[src/rtl/mem_pkg.sv]
// Shared definitions for the sub-word data memory: access-size codes,
// clear-sequencer states and the alignment rule.
package mem_pkg;

    localparam logic [1:0] SIZE_BYTE = 2'b00;
    localparam logic [1:0] SIZE_HALF = 2'b01;
    localparam logic [1:0] SIZE_WORD = 2'b10;
    localparam logic [1:0] SIZE_ILL  = 2'b11;

    typedef enum logic {
        S_IDLE  = 1'b0,
        S_CLEAR = 1'b1
    } clr_state_t;

    // Halfwords need an even address and words a 4-byte boundary; 2'b11 is never legal.
    function automatic logic is_misaligned(input logic [1:0] size, input logic [1:0] addr_lo);
        logic mis;
        case (size)
            SIZE_BYTE: mis = 1'b0;
            SIZE_HALF: mis = addr_lo[0];
            SIZE_WORD: mis = (addr_lo != 2'b00);
            default:   mis = 1'b1;
        endcase
        return mis;
    endfunction

endpackage

[src/rtl/ram_clear_sequencer.sv]
// Walks every word of the data memory writing zeros, one word per cycle,
// after reset or on request. Owns the clear FSM, its index and the busy flag.
module ram_clear_sequencer
    import mem_pkg::*;
#(
    parameter int NB_IDX = 7
) (
    input  logic              i_clk,
    input  logic              i_reset_n,
    input  logic              i_clear,
    output logic              o_busy,
    output logic              o_clear_we,
    output logic [NB_IDX-1:0] o_clear_addr,
    output logic              o_clear_start,
    output clr_state_t        o_state
);

    localparam logic [NB_IDX-1:0] LAST_IDX = '1;

    clr_state_t        state;
    logic [NB_IDX-1:0] clr_idx;
    logic              busy;

    always_ff @(posedge i_clk or negedge i_reset_n) begin
        if (!i_reset_n) begin
            state   <= S_CLEAR;
            clr_idx <= '0;
            busy    <= 1'b1;
        end else begin
            case (state)
                S_CLEAR: begin
                    // The last word is written on this edge, so busy drops together with it.
                    if (clr_idx == LAST_IDX) begin
                        state   <= S_IDLE;
                        clr_idx <= '0;
                        busy    <= 1'b0;
                    end else begin
                        clr_idx <= clr_idx + 1'b1;
                    end
                end
                S_IDLE: begin
                    if (i_clear) begin
                        state   <= S_CLEAR;
                        clr_idx <= '0;
                        busy    <= 1'b1;
                    end
                end
                default: begin
                    state   <= S_CLEAR;
                    clr_idx <= '0;
                    busy    <= 1'b1;
                end
            endcase
        end
    end

    assign o_busy        = busy;
    assign o_clear_we    = (state == S_CLEAR);
    assign o_clear_addr  = clr_idx;
    assign o_clear_start = (state == S_IDLE) && i_clear;
    assign o_state       = state;

endmodule

[src/rtl/data_mem_subword.sv]
// Big-endian byte-addressable data memory for the MEM stage with byte/half/word
// loads and stores, sign/zero extension, misalignment flagging and a sequenced clear.
module data_mem_subword
    import mem_pkg::*;
#(
    parameter int NB_DATA = 32,
    parameter int NB_ADDR = 9,
    parameter int NB_BYTE = 8,
    parameter int NB_SIZE = 2
) (
    input  logic               i_clk,
    input  logic               i_reset_n,
    input  logic               i_clear,
    input  logic               i_we,
    input  logic [NB_SIZE-1:0] i_size,
    input  logic               i_unsigned,
    input  logic [NB_ADDR-1:0] i_addr,
    input  logic [NB_DATA-1:0] i_data_in,
    output logic [NB_DATA-1:0] o_data_out,
    output logic               o_misaligned,
    output logic               o_err,
    output logic               o_busy
);

    localparam int NB_LANES    = NB_DATA / NB_BYTE;
    localparam int NB_LANE_SEL = $clog2(NB_LANES);
    localparam int NB_IDX      = NB_ADDR - NB_LANE_SEL;
    localparam int N_WORDS     = 2 ** NB_IDX;

    // Word-organised storage; byte lane 3 (bits 31:24) holds the lowest byte address.
    logic [NB_DATA-1:0] mem [N_WORDS];

    logic               busy;
    logic               clear_we;
    logic [NB_IDX-1:0]  clear_addr;
    logic               clear_start;
    clr_state_t         seq_state;

    logic [NB_IDX-1:0]      word_idx;
    logic [NB_LANE_SEL-1:0] lane;
    logic                   misaligned;

    logic [NB_LANES-1:0] store_be;
    logic [NB_DATA-1:0]  store_data;
    logic                wr_en;
    logic [NB_IDX-1:0]   wr_idx;
    logic [NB_LANES-1:0] wr_be;
    logic [NB_DATA-1:0]  wr_data;

    logic [NB_DATA-1:0] rd_word;
    logic [7:0]         rd_byte;
    logic [15:0]        rd_half;
    logic [NB_DATA-1:0] load_data;
    logic               err;

    ram_clear_sequencer #(
        .NB_IDX(NB_IDX)
    ) u_clear_seq (
        .i_clk        (i_clk),
        .i_reset_n    (i_reset_n),
        .i_clear      (i_clear),
        .o_busy       (busy),
        .o_clear_we   (clear_we),
        .o_clear_addr (clear_addr),
        .o_clear_start(clear_start),
        .o_state      (seq_state)
    );

    assign word_idx   = i_addr[NB_ADDR-1:NB_LANE_SEL];
    assign lane       = i_addr[NB_LANE_SEL-1:0];
    assign misaligned = is_misaligned(i_size, lane);

    // Store data is replicated across lanes so the byte enables alone place it.
    always_comb begin
        store_be   = '0;
        store_data = '0;
        case (i_size)
            SIZE_BYTE: begin
                store_be   = 4'b1000 >> lane;
                store_data = {4{i_data_in[7:0]}};
            end
            SIZE_HALF: begin
                store_be   = lane[1] ? 4'b0011 : 4'b1100;
                store_data = {2{i_data_in[15:0]}};
            end
            SIZE_WORD: begin
                store_be   = 4'b1111;
                store_data = i_data_in;
            end
            default: begin
                store_be   = '0;
                store_data = '0;
            end
        endcase
    end

    // The clear port owns the array while the sequencer is running.
    always_comb begin
        wr_en   = 1'b0;
        wr_idx  = word_idx;
        wr_be   = '0;
        wr_data = '0;
        if (clear_we) begin
            wr_en   = 1'b1;
            wr_idx  = clear_addr;
            wr_be   = '1;
            wr_data = '0;
        end else if ((seq_state == S_IDLE) && i_we && !misaligned) begin
            wr_en   = 1'b1;
            wr_idx  = word_idx;
            wr_be   = store_be;
            wr_data = store_data;
        end
    end

    always_ff @(posedge i_clk) begin
        if (wr_en) begin
            for (int b = 0; b < NB_LANES; b++) begin
                if (wr_be[b]) begin
                    mem[wr_idx][b*NB_BYTE +: NB_BYTE] <= wr_data[b*NB_BYTE +: NB_BYTE];
                end
            end
        end
    end

    always_comb begin
        rd_word = mem[word_idx];
        case (lane)
            2'd0:    rd_byte = rd_word[31:24];
            2'd1:    rd_byte = rd_word[23:16];
            2'd2:    rd_byte = rd_word[15:8];
            default: rd_byte = rd_word[7:0];
        endcase
        rd_half   = lane[1] ? rd_word[15:0] : rd_word[31:16];
        load_data = '0;
        if (!busy && !misaligned) begin
            case (i_size)
                SIZE_BYTE: load_data = {{(NB_DATA-8){~i_unsigned & rd_byte[7]}}, rd_byte};
                SIZE_HALF: load_data = {{(NB_DATA-16){~i_unsigned & rd_half[15]}}, rd_half};
                SIZE_WORD: load_data = rd_word;
                default:   load_data = '0;
            endcase
        end
    end

    // Sticky store-error flag, cleared only by reset or a new clear sequence.
    always_ff @(posedge i_clk or negedge i_reset_n) begin
        if (!i_reset_n) begin
            err <= 1'b0;
        end else if (clear_start) begin
            err <= 1'b0;
        end else if (!busy && i_we && misaligned) begin
            err <= 1'b1;
        end
    end

    assign o_data_out   = load_data;
    assign o_misaligned = misaligned;
    assign o_err        = err;
    assign o_busy       = busy;

endmodule
[config.mk]
export PLATFORM = sky130hd
export DESIGN_NAME = data_mem_subword
export DESIGN_NICKNAME = d
export VERILOG_FILES = /design/src/rtl/mem_pkg.sv /design/src/rtl/ram_clear_sequencer.sv /design/src/rtl/data_mem_subword.sv
export SDC_FILE = /design/constraint.sdc
export NUM_CORES = 2
export LEC_CHECK = 0
export CORE_MARGIN = 2
export CORE_UTILIZATION = 50
export CTS_BUF_LIST = sky130_fd_sc_hd__clkbuf_8
export CTS_CLUSTER_DIAMETER = 120
export DETAILED_ROUTE_END_ITERATION = 8
export PLACE_DENSITY_LB_ADDON = 0.15
export SYNTH_ARGS = -nofsm -noshare
export SYNTH_HDL_FRONTEND = slang
export SYNTH_HIERARCHICAL = 1
export SYNTH_SLANG_ARGS = --single-unit
[constraint.sdc]
create_clock -name i_clk -period 5.35 [get_ports i_clk]
set_input_delay 0.535 -clock i_clk [delete_from_list [all_inputs] [get_ports i_clk]]
set_output_delay 0.535 -clock i_clk [all_outputs]
set_load 0.01 [all_outputs]
-- Word level (Yosys, flattened, before mapping)
Memories as Yosys holds them, arrays and structs flattened.
Index checks and enable logic that the tools add are counted.
- flip-flop bits (word level): 10
- latch bits: 0
- memory bits (writable): 4096
- ROM bits: 0
- output and inout bits: 35
- memories: 1
- add/subtract/negate cells: 1
- $mul: 0
- divide/modulo/power cells: 0
- order comparisons: 0
- equality and inequality tests: 7
- shifts and indexed selects: 1
- mux-type cells: 38
- bitwise operators: 4
- reduce and logical (&&, ||, !) cells: 13
- memories (name ; words ; width ; read ports ; clocked after memory_dff ; wr ports ; RTL line ; source):
    mem ; 128 ; 32 ; 1 ; 0 ; 1 ; data_mem_subword.sv:31 ; logic [NB_DATA-1:0] mem [N_WORDS];
- operators by type and width (cell ; number):
    32-bit one-hot mux with 3 select lines ; 2
    32-bit two-way mux ; 3
    8-bit one-hot mux with 3 select lines ; 1
    7-bit two-way mux ; 3
    1-bit two-way mux ; 20
    16-bit two-way mux ; 1
    7-bit one-hot mux with 2 select lines ; 1
    4-bit two-way mux ; 3
    4-bit one-hot mux with 3 select lines ; 1
    7-bit by 1-bit adder with 7-bit output, second input constant ; 1
    7-bit equality test, second input constant ; 1
    1-bit logical AND ; 6
    2-bit by 1-bit equality test with 1-bit output, second input constant ; 2
    2-bit equality test, second input constant ; 2
    2-bit logical NOT ; 2
    2-bit != test, second input constant ; 2
    1-bit one-hot mux with 2 select lines ; 2
    2-bit nonzero test ; 2
    4-bit by 2-bit right shift with 4-bit output, first input constant ; 1
    1-bit one-hot mux with 3 select lines ; 1
    1-bit bitwise AND ; 2
    1-bit logical NOT ; 2
    1-bit NOT ; 2
    2-bit AND reduction ; 1

-- Logic depth before layout (Yosys ltp)
- depth after elaboration: 9
- gate-level depth with buffers: 14
- gate-level depth less buffers: 8

-- Modules after synthesis
Netlist, hierarchy kept.
- by module, submodules not included (module ; instances ; cells each ; area an instance (µm²)):
    data_mem_subword ; 1 ; 7335 ; 160217.4
    ram_clear_sequencer ; 1 ; 49 ; 480.5

-- Worst setup path after synthesis
OpenSTA, ideal clock, no wires.
- kind: in2reg
- start point: input port i_addr[0]
- end point: memory mem[0][29], data pin
- setup time: 0.889 ns
- arrival time: 5.140 ns
- required time: 4.461 ns
- setup slack: -0.680 ns
- stages: 7
- path buffers: 3
- cell sequence: clkbuf_1 nor3_1 o211ai_1 nand2b_1 clkbuf_1 clkbuf_1 a21oi_1
- word-level cells in the longest chain between the ends: 6
- ends and longest elaborated chain (element ; RTL line ; source):
    from (decl) ; data_mem_subword.sv:17 ; input logic [NB_ADDR-1:0] i_addr,
    2-bit nonzero test ; mem_pkg.sv:21 ; SIZE_WORD: mis = (addr_lo != 2'b00);
    1-bit one-hot mux with 3 select lines (*) ; mem_pkg.sv:18 ; case (size)
    1-bit logical NOT (*) ; data_mem_subword.sv:108 ; end else if ((seq_state == S_IDLE) && i_we && !misaligned) begin
    1-bit logical AND (*) ; data_mem_subword.sv:108 ;
    32-bit two-way mux (*) ; data_mem_subword.sv:108 ;
    32-bit two-way mux (*) ; data_mem_subword.sv:103 ; if (clear_we) begin
    net wr_data[29] ; data_mem_subword.sv:48 ; logic [NB_DATA-1:0] wr_data;
    to (decl) ; data_mem_subword.sv:31 ;
The timed path passes the listed nets; every way through them passes the cells marked *.

-- Worst setup path after layout
- start point: memory mem[124][0]
- end point: output port o_data_out[0]
- word-level cells in the longest chain between the ends: 4
- ends and longest elaborated chain (element ; RTL line ; source):
    memory read 128 x 32 bit (*) ; -- ;
    8-bit one-hot mux with 3 select lines or 16-bit two-way mux (tied branches) ; data_mem_subword.sv:128, data_mem_subword.sv:134 ;
    32-bit one-hot mux with 3 select lines (*) ; data_mem_subword.sv:137 ; case (i_size)
    32-bit two-way mux (*) ; data_mem_subword.sv:136 ; if (!busy && !misaligned) begin
    to (decl) ; data_mem_subword.sv:19 ; output logic [NB_DATA-1:0] o_data_out,
Mark *: on every way between the ends. The rest lies on a longest branch, timed or not.

==> report_table.html <==
<table>
<tr><th>Metric</th><th>Value</th></tr>
<tr><th colspan="2">Floorplanning</th></tr>
<tr><td>Std-Cell Core Area</td><td>320000 µm²</td></tr>
<tr><td>Die span in x</td><td>571 µm</td></tr>
<tr><td>Initial Util</td><td>0.502</td></tr>
<tr><td>Height of the chip</td><td>571 µm</td></tr>
<tr><td>Count of pins on the block boundary</td><td>83</td></tr>
<tr><td>Number of rows in the core area</td><td>208</td></tr>
<tr><td>Die ar.</td><td>326000 µm²</td></tr>
<tr><th colspan="2">Yosys</th></tr>
<tr><td>Cell area after synthesis</td><td>161000 µm²</td></tr>
<tr><td>Cells after Synth</td><td>7384</td></tr>
<tr><td>Most instantiated flip-flop cell in the synthesis netlist</td><td>sky130_fd_sc_hd__edfxtp_1</td></tr>
<tr><td>Synthesized flop and latch total</td><td>4106</td></tr>
<tr><td>Synthesized netlist net count</td><td>7433</td></tr>
<tr><td>Post-Syn Area per Cell</td><td>21.8 µm²</td></tr>
<tr><td>Count of warnings emitted by yosys</td><td>6</td></tr>
<tr><td>Register area share after synthesis</td><td>0.767</td></tr>
<tr><td>Count of cell types in the netlist</td><td>65</td></tr>
<tr><td>Async S/R FF share, synth</td><td>0.00244</td></tr>
<tr><td>Number of enable-type register cells in the synthesized netlist</td><td>4096</td></tr>
<tr><th colspan="2">Timing</th></tr>
<tr><td>Worst-case clock skew</td><td>0.0672 ns</td></tr>
<tr><td>Count of pins over their slew limit</td><td>0</td></tr>
<tr><td>Final clock period utilization by the worst path</td><td>0.993</td></tr>
<tr><td>Max-slew headroom at the worst pin</td><td>0.0391</td></tr>
<tr><td>Final setup TNS</td><td>0 ns</td></tr>
<tr><td>Setup repair after global routing missed its margin</td><td>false</td></tr>
<tr><td>Fin. Hold Viols</td><td>0</td></tr>
<tr><td>F_max</td><td>188 MHz</td></tr>
<tr><td>Final Worst Setup Slack</td><td>0.0349 ns</td></tr>
<tr><td>Actual transition at the worst max-transition pin</td><td>1.44 ns</td></tr>
<tr><td>Final number of setup-violating endpoints</td><td>0</td></tr>
<tr><td>Post-layout min period</td><td>5.32 ns</td></tr>
<tr><td>Final hold slack</td><td>0.193 ns</td></tr>
<tr><th colspan="2">Worst setup path</th></tr>
<tr><td>Count of cells along the worst register-to-register path</td><td>5</td></tr>
<tr><td>Slowest CP cell</td><td>sky130_fd_sc_hd__mux4_2</td></tr>
<tr><td>Type of the worst setup path</td><td>reg -&gt; out</td></tr>
<tr><td>Highest fanout seen on the critical path</td><td>1</td></tr>
<tr><td>Signal arrival time at the worst endpoint</td><td>4.78 ns</td></tr>
<tr><td>Endpoint of the lowest-slack register-to-register path</td><td>mem[30][24]</td></tr>
<tr><td>Reg2Reg Launch Point</td><td>u_clear_seq/o_clear_we</td></tr>
<tr><td>Cell count along the critical path</td><td>9</td></tr>
<tr><td>Delay of the slowest critical-path stage</td><td>0.53 ns</td></tr>
<tr><td>Most frequent CP cell</td><td>sky130_fd_sc_hd__mux4_2</td></tr>
<tr><td>Family with the most delay on the worst path</td><td>multiplexers</td></tr>
<tr><td>Critical path data required time</td><td>4.82 ns</td></tr>
<tr><td>CP Buf/Inv Count</td><td>2</td></tr>
<tr><td>Worst reg-to-reg setup slack</td><td>0.72 ns</td></tr>
<tr><td>Worst-path cell chain</td><td>mux4_2 -&gt; mux4_2 -&gt; mux2_2 -&gt; a21oi_1 -&gt; buf_4 -&gt; o22ai_2 -&gt; a21oi_4 -&gt; o32ai_1 -&gt; clkdlybuf4s50_1</td></tr>
<tr><td>Critical path capture point type</td><td>output pin</td></tr>
<tr><td>Startpoint class of the critical path</td><td>flip-flop</td></tr>
<tr><th colspan="2">Finish</th></tr>
<tr><td>Fraction of final layout cells with drive strength greater than 1</td><td>0.325</td></tr>
<tr><td>Non-filler instance count after layout</td><td>13400</td></tr>
<tr><td>Post-layout instance area</td><td>184000 µm²</td></tr>
<tr><td>Growth of design area from synthesis to finish</td><td>14.7%</td></tr>
<tr><td>Final core area utilization</td><td>0.575</td></tr>
<tr><td>Total Nets Final</td><td>8557</td></tr>
<tr><th colspan="2">Clock tree</th></tr>
<tr><td>CTS root buf</td><td>sky130_fd_sc_hd__clkbuf_8</td></tr>
<tr><td>CTS tree</td><td>yes</td></tr>
<tr><td>Clock network latency to the later pin of the worst-skew pair</td><td>1.22 ns</td></tr>
<tr><td># H-tree levels</td><td>6</td></tr>
<tr><td>Clock-pin slew of the registers on the worst-case setup and hold paths</td><td>0.06 ns</td></tr>
<tr><td>Clock buffers created by TritonCTS</td><td>662</td></tr>
<tr><td>Number of buffers on the longest clock path</td><td>4</td></tr>
<tr><td>Clock net sink count</td><td>4106</td></tr>
<tr><th colspan="2">Power</th></tr>
<tr><td>Total internal power</td><td>49.6 mW</td></tr>
<tr><td>Fraction of power consumed by combinational cells</td><td>0.075</td></tr>
<tr><td>Switching power</td><td>16.1 mW</td></tr>
<tr><td>Switching power as a share of total power</td><td>0.245</td></tr>
<tr><td>Power consumption</td><td>65.7 mW</td></tr>
<tr><td>Maximum resistive drop on vdd</td><td>0.251 mV</td></tr>
<tr><td>Share of total power in sequential cells</td><td>0.545</td></tr>
<tr><td>Pwr per Cell Area</td><td>356 nW/µm²</td></tr>
<tr><td>Leakage dissipation</td><td>68.8 nW</td></tr>
<tr><td>Fraction of power consumed by the clock network</td><td>0.380</td></tr>
<tr><th colspan="2">Worst hold path</th></tr>
<tr><td>Hold Path Origin</td><td>i_clear</td></tr>
<tr><td>Worst Hold Endpoint</td><td>u_clear_seq/o_busy</td></tr>
<tr><td>Type of the worst min-delay path</td><td>in -&gt; reg</td></tr>
<tr><td>Number of cells on the worst hold path</td><td>3</td></tr>
<tr><th colspan="2">Place</th></tr>
<tr><td>Cell area after placement</td><td>172000 µm²</td></tr>
<tr><td>Minimum setup slack after placement</td><td>-0.197 ns</td></tr>
<tr><td>Placed wire-length estimate</td><td>326000 µm</td></tr>
<tr><td>DP Cell Count</td><td>12100</td></tr>
<tr><td>Final RePlAce weighted congestion</td><td>0.961</td></tr>
<tr><td>Buffers on Ports</td><td>82</td></tr>
<tr><th colspan="2">Global routing</th></tr>
<tr><td>Total global routing overflow</td><td>0</td></tr>
<tr><td>Global-route wire length before repair</td><td>673000 µm</td></tr>
<tr><td>Initial antenna violation count</td><td>57</td></tr>
<tr><td>Number of global-route vias before repair</td><td>83300</td></tr>
<tr><td>Maximum number of pins on one net before global-route repair</td><td>129</td></tr>
<tr><td>Overall fraction of global-route tracks in use</td><td>0.302</td></tr>
<tr><th colspan="2">Routing</th></tr>
<tr><td>Routed wire length</td><td>492000 µm</td></tr>
<tr><td>Number of remaining DRC errors</td><td>2</td></tr>
<tr><td>Number of vias in the routed layout</td><td>84000</td></tr>
<tr><td>Violation count after the first detailed-routing iteration</td><td>11400</td></tr>
<tr><td>Routed length per placed instance</td><td>36.8 µm</td></tr>
<tr><td>Detailed-routing iteration count for the pre-antenna-repair pass</td><td>9</td></tr>
<tr><td>DRT antenna net count</td><td>0</td></tr>
<tr><td>Via-per-instance ratio</td><td>6.29</td></tr>
<tr><th colspan="2">Outcome</th></tr>
<tr><td>Violations in the final reports</td><td>design-rule violations</td></tr>
<tr><td>Run status</td><td>complete, but fails checks</td></tr>
<tr><th colspan="2">Run</th></tr>
<tr><td>Count of maximum capacitance violations</td><td>0</td></tr>
</table>
## power by group through the flow
stage | registers [mW] | clock network (mW) | logic, mW
final | 35.8 | 25.0 | 4.90
after global routing | 35.9 | 26.6 | 5.02
after CTS | 35.8 | 25.4 | 4.83
after detailed placement | 36.5 | 0 | 4.81
after global placement | 36.5 | 0 | 4.81
after floorplan | 36.4 | 0 | 2.40
## synth_stat cells, drive strengths merged (15+ instances only)
cell,number,area share
a211oi,50,0.0023
a21oi,91,0.0028
a22o,15,0.00082
a22oi,81,0.0038
a31oi,47,0.0018
buf,278,0.011
clkbuf,152,0.0036
edfxtp,4096,0.77
mux2,106,0.0074
mux2i,155,0.0097
mux4,1120,0.16
nand2,231,0.0054
nand3,54,0.0017
nor2,609,0.014
nor2b,66,0.0026
nor3,24,0.00075
o21ai,22,0.00076
o22ai,56,0.0022
## state kept, by name, indices dropped and copies added, names as in the netlist
register / count
u_clear_seq/o_busy: 1
u_clear_seq/o_clear_addr: 7
u_clear_seq/o_clear_we: 1
mem: 4096
o_err: 1
## timing repair
action | in CTS | in global routing
pin swaps | 1 | 1
buffers inserted | 0 | 1
hold buffers | 1 | 0
setup endpoints to repair | 30 | 4
resized for setup | 19 | 2
hold endpoints to repair | 8 | 0
## cell type report
class                   instances  area, µm²
clock buffers                 669       9210
fillers                     23600     136000
multi-input cells            2837      35600
inverters                      11       43.8
flip-flops and latches       4106     123000
well taps                    4305       5390
diodes                         29       72.6
clock inverters               505       2730
repair buffers                890       8090
## tightest hold or removal path, cell delays in order
cell	delay, ns
sky130_fd_sc_hd__clkdlybuf4s50_1	0.63
sky130_fd_sc_hd__nor2_1	0.17
sky130_fd_sc_hd__o21ai_0	0.08
## cells by family after synthesis
| kind of cell | share of synthesized area |
|---|---|
| flip-flops | 0.767 |
| multiplexers | 0.174 |
| AO/OA/AOI/OAI | 0.0171 |
| XOR/XNOR | 0.0000545 |
| adder cells (fa/ha/maj) | 0.0000778 |
| buffers and inverters | 0.0146 |
| AND/OR/NAND/NOR | 0.0272 |
## cell usage in the layout, fill, tap and decap left out, types with 94 or more instances in the layout
cell type	instances
sky130_fd_sc_hd__inv_1	212
sky130_fd_sc_hd__mux2i_1	152
sky130_fd_sc_hd__nand2_1	229
sky130_fd_sc_hd__buf_12	94
sky130_fd_sc_hd__mux4_2	1120
sky130_fd_sc_hd__nor2_1	582
sky130_fd_sc_hd__clkinv_1	171
sky130_fd_sc_hd__buf_4	715
sky130_fd_sc_hd__edfxtp_1	4096
sky130_fd_sc_hd__clkbuf_8	669
sky130_fd_sc_hd__mux2_2	106
## worst max-delay path by stage
| stage | from | to | slack (ns) |
|---|---|---|---|
| global route | i_addr[2] | o_data_out[6] | 0.02 |
| CTS | mem[123][15] | o_data_out[16] | 0.008 |
| detailed placement | i_addr[3] | o_data_out[6] | -0.20 |
| finish | mem[124][0] | o_data_out[0] | 0.03 |
| floorplan | i_addr[0] | mem[0][14] | -0.67 |
| global placement | i_addr[2] | o_data_out[6] | -0.21 |
## routing by layer
metal / track usage / wire (µm) / vias up / share of wire
met2: 0.454 / 225000 / 4944 / 0.46
met3: 0.0815 / 52000 / 1104 / 0.11
met4: 0.159 / 28700 / 70 / 0.058
li1: - / - / 33300 / -
met5: 0.00617 / 698 / - / 0.0014
met1: 0.407 / 186000 / 44600 / 0.38
Power figures use the tool's default switching activity.
